===== config.mk =====
export PLATFORM = sky130hd
export DESIGN_NAME = im_loader
export DESIGN_NICKNAME = d
export VERILOG_FILES = /design/src/rtl/im_loader_pkg.sv /design/src/rtl/im_loader_word_assembler.sv /design/src/rtl/im_loader.sv
export SDC_FILE = /design/constraint.sdc
export NUM_CORES = 1
export LEC_CHECK = 0
export BUFFER_PORTS_ARGS = -buffer_cell sky130_fd_sc_hd__buf_2
export CAP_MARGIN = 10
export CORE_ASPECT_RATIO = 1.4
export CORE_UTILIZATION = 41
export DETAILED_ROUTE_END_ITERATION = 10
export GPL_TIMING_DRIVEN = 0
export PLACE_DENSITY = 0.62
export SLEW_MARGIN = 40
export SYNTH_ARGS = -nofsm -noshare
export SYNTH_HDL_FRONTEND = slang
export SYNTH_HIERARCHICAL = 1
export SYNTH_SLANG_ARGS = --single-unit

===== constraint.sdc =====
create_clock -name clk -period 3.7 [get_ports clk]
set_input_delay 0.555 -clock clk [delete_from_list [all_inputs] [get_ports clk]]
set_output_delay 0.555 -clock clk [all_outputs]
set_load 0.005 [all_outputs]

===== src/rtl/im_loader_pkg.sv =====
// Shared definitions for the instruction-memory loader: FSM state encoding
// and frame geometry constants.
package im_loader_pkg;

  typedef enum logic [2:0] {
    IDLE   = 3'd0,
    LEN_HI = 3'd1,
    LEN_LO = 3'd2,
    DATA   = 3'd3,
    CHK    = 3'd4,
    RUN    = 3'd5,
    ERR    = 3'd6
  } state_t;

  localparam int HDR_BYTES      = 2;
  localparam int LEN_W          = 8 * HDR_BYTES;
  localparam int BYTES_PER_WORD = 4;
  localparam int WORD_W         = 8 * BYTES_PER_WORD;
  localparam int BYTE_IDX_W     = $clog2(BYTES_PER_WORD);

  // States in which the loader consumes stream bytes.
  function automatic logic accepts_byte(input state_t s);
    return (s == LEN_HI) || (s == LEN_LO) || (s == DATA) || (s == CHK);
  endfunction

endpackage


===== src/rtl/im_loader_word_assembler.sv =====
// Packs a byte stream MSB-first into 32-bit words; word_valid pulses for one
// cycle after the last byte of each word is accepted.
module word_assembler
  import im_loader_pkg::*;
(
  input  logic              clk,
  input  logic              reset,
  input  logic              clear,
  input  logic              byte_valid,
  input  logic [7:0]        byte_data,
  output logic              word_done,
  output logic              word_valid,
  output logic [WORD_W-1:0] word
);

  localparam logic [BYTE_IDX_W-1:0] LAST_IDX = BYTE_IDX_W'(BYTES_PER_WORD - 1);
  localparam logic [BYTE_IDX_W-1:0] IDX_ONE  = BYTE_IDX_W'(1);

  logic [BYTE_IDX_W-1:0] byte_idx;
  logic [WORD_W-9:0]     shift;

  // Combinational strobe so the parent can register the word address on the same edge.
  assign word_done = byte_valid && (byte_idx == LAST_IDX);

  always_ff @(posedge clk or negedge reset) begin
    if (!reset) begin
      byte_idx   <= '0;
      shift      <= '0;
      word_valid <= 1'b0;
      word       <= '0;
    end else begin
      word_valid <= word_done;
      if (clear) begin
        byte_idx <= '0;
        shift    <= '0;
      end else if (byte_valid) begin
        byte_idx <= byte_idx + IDX_ONE;
        shift    <= {shift[WORD_W-17:0], byte_data};
        if (word_done) word <= {shift, byte_data};
      end
    end
  end

endmodule


===== src/rtl/im_loader.sv =====
// Framed byte-stream program loader: fills instruction memory from word 0,
// holds the core in reset while loading and releases it on a good checksum.
module im_loader
  import im_loader_pkg::*;
#(
  parameter int IM_DEPTH = 1024,
  parameter int ADDR_W   = $clog2(IM_DEPTH)
) (
  input  logic              clk,
  input  logic              reset,
  input  logic              in_valid,
  input  logic [7:0]        in_data,
  output logic              in_ready,
  input  logic              halt_sig,
  output logic              im_we,
  output logic [ADDR_W-1:0] im_addr,
  output logic [WORD_W-1:0] im_wdata,
  output logic              cpu_reset,
  output logic              done,
  output logic              error
);

  localparam logic [ADDR_W:0]    IDX_ONE = (ADDR_W + 1)'(1);
  localparam logic [LEN_W-1:0]   DEPTH_N = LEN_W'(IM_DEPTH);

  state_t            state, state_next;
  logic [7:0]        len_hi;
  logic [7:0]        xor_acc;
  logic [ADDR_W:0]   n_words;
  logic [ADDR_W:0]   word_idx;
  logic [LEN_W-1:0]  n_in;
  logic              hs;
  logic              data_hs;
  logic              word_done;
  logic              last_word;

  assign in_ready  = accepts_byte(state);
  assign cpu_reset = (state != RUN);
  assign done      = (state == RUN);
  assign error     = (state == ERR);

  assign hs        = in_valid && in_ready;
  assign data_hs   = hs && (state == DATA);
  assign n_in      = {len_hi, in_data};
  assign last_word = (word_idx + IDX_ONE) == n_words;

  word_assembler u_word_assembler (
    .clk        (clk),
    .reset      (reset),
    .clear      (state == IDLE),
    .byte_valid (data_hs),
    .byte_data  (in_data),
    .word_done  (word_done),
    .word_valid (im_we),
    .word       (im_wdata)
  );

  always_ff @(posedge clk or negedge reset) begin
    if (!reset) state <= IDLE;
    else        state <= state_next;
  end

  always_comb begin
    state_next = state;
    case (state)
      IDLE:   state_next = LEN_HI;
      LEN_HI: if (hs) state_next = LEN_LO;
      LEN_LO: begin
        if (hs) begin
          if (n_in > DEPTH_N)   state_next = ERR;
          else if (n_in == '0)  state_next = CHK;
          else                  state_next = DATA;
        end
      end
      DATA:   if (word_done && last_word) state_next = CHK;
      CHK:    if (hs) state_next = (in_data == xor_acc) ? RUN : ERR;
      RUN:    if (halt_sig) state_next = IDLE;
      ERR:    state_next = ERR;
      default: state_next = IDLE;
    endcase
  end

  // Frame bookkeeping; memory contents themselves are never touched here.
  always_ff @(posedge clk or negedge reset) begin
    if (!reset) begin
      len_hi   <= '0;
      n_words  <= '0;
      xor_acc  <= '0;
      word_idx <= '0;
      im_addr  <= '0;
    end else begin
      if (state == IDLE) begin
        xor_acc  <= '0;
        word_idx <= '0;
      end else if (hs && (state != CHK)) begin
        xor_acc <= xor_acc ^ in_data;
      end
      if (hs && (state == LEN_HI)) len_hi  <= in_data;
      if (hs && (state == LEN_LO)) n_words <= n_in[ADDR_W:0];
      if (word_done) begin
        im_addr  <= word_idx[ADDR_W-1:0];
        word_idx <= word_idx + IDX_ONE;
      end
    end
  end

endmodule


==> results.md <==
- Initial antenna violation count: 0
- Core Region: 12400 µm²
- Sw frac: 32.7%
- WL/cell: 17.5 µm
- Initial core utilization: 42.4%
- Synth top cells by count: 110 x dfrtp_1, 40 x nor2_1, 32 x mux2_2
- Vias in the first global route: 3598
- Clock Sinks: 110
- Worst R2R Path Depth: 11
- Hold buffer count at cts: 0
- Crit share post-route: 78.8%
- Max-cap viol count: 0
- Worst slew margin: 52.6%
- RePlAce Congestion: 0.837
- Total global routing overflow: 0
- Primary FF master, synth: dfrtp_1
- Avg Cell Area, Syn: 12.3 µm²
- Ys Warns: 6
- Slew Limit Fails: 0
- Tot Pwr: 4.34 mW
- Post-synth EDFFs: 0
- Total CTS buffers: 9
- Worst EP required: 3930 ps
- Global-route wire length before repair: 18900 µm
- Setup crit start kind: register
- Worst min path class: in2async
- Worst-margin pin slew: 709 ps
- Most common cell in the netlist: dfrtp_1
- Antenna-violating nets left: 0
- Layout cells sized above 1: 32.9%
- Final Hold Viols: 0
- Max FO, Critical Path: 10
- Crit path buf inv count: 4
- Vias per inst: 5.42
- CP Cell Sequence: clkbuf_1, nand3b_1, nor2_1, buf_4, buf_4, and2_1, clkbuf_1, o2111ai_1, nor4_2, a31oi_1, a211o_1
- Max IR drop VDD: 0.329 mV
- Top Ports: 59
- Final min period: 2920 ps
- Crit Path Category: reg2reg
- Worst Setup End Kind: register
- Die height: 136 µm
- Die Width: 97.8 µm
- Largest net degree at the start of global routing: 72
- Die ar.: 13300 µm²
- Insertion delay to the later sink of the worst-skew pair: 350 ps
- Status: complete, but fails checks
- Setup Total Neg Slack: 0 ps
- Psw: 1.42 mW
- Post-CTS sizing: 0
- Register area share after synthesis: 52.2%
- # Post-CTS Setup Buffers: 0
- DP Wirelength: 7740 µm
- Final #Nets: 514
- CP top delay family: buffers and inverters
- RSZ-0062 raised after global routing: false
- Seq cells post-synth: 110
- CP Depth: 11
- Sequential power share: 44.2%
- H-tree levels: 3
- Synth area leaders: dfrtp_1 52%, mux2_4 8.5%, mux2_2 6.8%
- Fillers: 1143
- Diode count: 0
- DRT Pass-1 Iters: 7
- Port Buffers: 58
- First-iteration detailed-routing DRC count: 214
- Clk buf depth: 2
- Gr usage total: 18.5%
- Power per standard cell area: 714 nW/µm²
- Yosys top cell area share: 52.2%
- Async SR Flop Fraction: 100%
- Row count: 48
- Slowest stage cell on the critical path: dfrtp_1
- Clock power frac: 22.4%
- Post-synth net total: 444
- CTS clock-pin slew for the worst setup and hold paths: 70 ps
- P&R area growth vs syn: 15.4%
- Vias: 3543
- Root buf cell: clkbuf_16
- Final setup fails: 0
- Drc violations: 4
- Top cell type by total area after synthesis: dfrtp_1
- Power Internal: 2.93 mW
- Drt total wl: 11400 µm
- Worst EP arrival: 3150 ps
- Violated checks: DRC
- Comb power frac: 33.4%
- CTS tree: done
- Syn Inst Count: 430
- Mapped Area: 5270 µm²
- Max Fclk: 343 MHz
- Max incr delay on CP: 400 ps
- Clock Skews: 5.77 ps
- Unique masters post-synth: 57
- Leak Pwr: 2.92 nW
[layer usage]
metal	GRT usage, %	vias up	routed length [µm]
met1	23.1	1780	5000
met2	31.6	90	5770
met3	2.52	17	368
li1	-	1656	-
met5	0	-	0
met4	8.75	0	299
[worst reg2reg max path, cell delays in order, from the launching register on]
cell and delay, ps:
dfrtp_1 400, clkbuf_1 220, nand3b_1 240, nor2_1 140, buf_4 240, buf_4 250, and2_1 180, clkbuf_1 220
o2111ai_1 160, nor4_2 320, a31oi_1 180, a211o_1 250
[cell families after synthesis]
logic type	count (synthesis)	synth area share (%)
XOR/XNOR	24	4.56
multiplexers	92	21.1
buffers and inverters	33	3.54
flip-flops	110	52.2
AO/OA/AOI/OAI	69	8.33
AND/OR/NAND/NOR	100	9.82
adder cells (fa/ha/maj)	2	0.475
[final cells by class]
| class | instances | area (µm²) | share of cell area, % |
|---|---|---|---|
| flip-flops and latches | 110 | 2750 | 45.3 |
| multi-input cells | 287 | 2330 | 38.4 |
| repair buffers | 59 | 328 | 5.39 |
| clock buffers | 9 | 225 | 3.70 |
| well taps | 150 | 188 | 3.09 |
| plain buffers | 28 | 168 | 2.76 |
| clock inverters | 6 | 68.8 | 1.13 |
| inverters | 5 | 18.8 | 0.309 |
[placed cells by master, fill, tap and decap left out, types with 5 or more instances in the layout]
cell,synthesis,routed
mux2_4,30,30
nand4_1,6,6
nand2_1,19,19
nand3_1,7,7
o21ai_0,27,27
dfrtp_1,110,110
mux2_2,32,32
xnor2_1,15,15
buf_2,8,65
nor2_1,40,40
clkbuf_16,0,9
xor2_1,6,6
buf_6,5,5
mux2i_1,30,30
clkbuf_1,10,10
inv_1,5,5
a21oi_1,19,19
[state kept, by name (all words and copies together) (netlist names)]
name                         cells
word_idx                        11
xor_acc                          8
u_word_assembler/word_valid      1
state                            3
u_word_assembler/shift          24
im_addr                         10
u_word_assembler/word           32
len_hi                           8
u_word_assembler/byte_idx        2
n_words                         11
[path summary, 6_finish.rpt]
check / endpoint / slack, ps / startpoint
setup / recovery: state[0] / 780 / state[2]
hold / removal: im_addr[3] / 80 / reset
setup reg to reg: state[0] / 780 / state[2]
hold reg to reg: im_addr[6] / 500 / im_addr[6]
max in group asynchronous: len_hi[1] / 2970 / reset
min in group clk: im_addr[6] / 500 / im_addr[6]
[power by group through the flow]
| stage | logic (mW) | clock network (mW) | registers, mW |
|---|---|---|---|
| finish | 1.45 | 0.973 | 1.92 |
| global route | 1.59 | 1.05 | 1.98 |
| global placement | 1.41 | 0 | 1.92 |
| floorplan | 0.998 | 0 | 1.88 |
| CTS | 1.46 | 1.01 | 1.92 |
| detailed placement | 1.45 | 0 | 1.93 |
[metrics by stage]
| stage | utilization (%) | instance area, µm² | setup WS (ps) | std cells | hold WS (ps) |
|---|---|---|---|---|---|
| finish | 48.9 | 6080 | 783 | 654 | 82.6 |
| global route | 48.9 | 6080 | 498 | 654 | 103 |
| CTS | 48.9 | 6080 | 760 | 654 | 82.4 |
| detailed placement | 46.6 | 5790 | 448 | 639 | 465 |
| global placement | 46.3 | 5750 | 421 | 638 | 484 |
| floorplan | - | 5270 | 1160 | 430 | 259 |
Note: power is estimated with default switching activity, not from simulation.
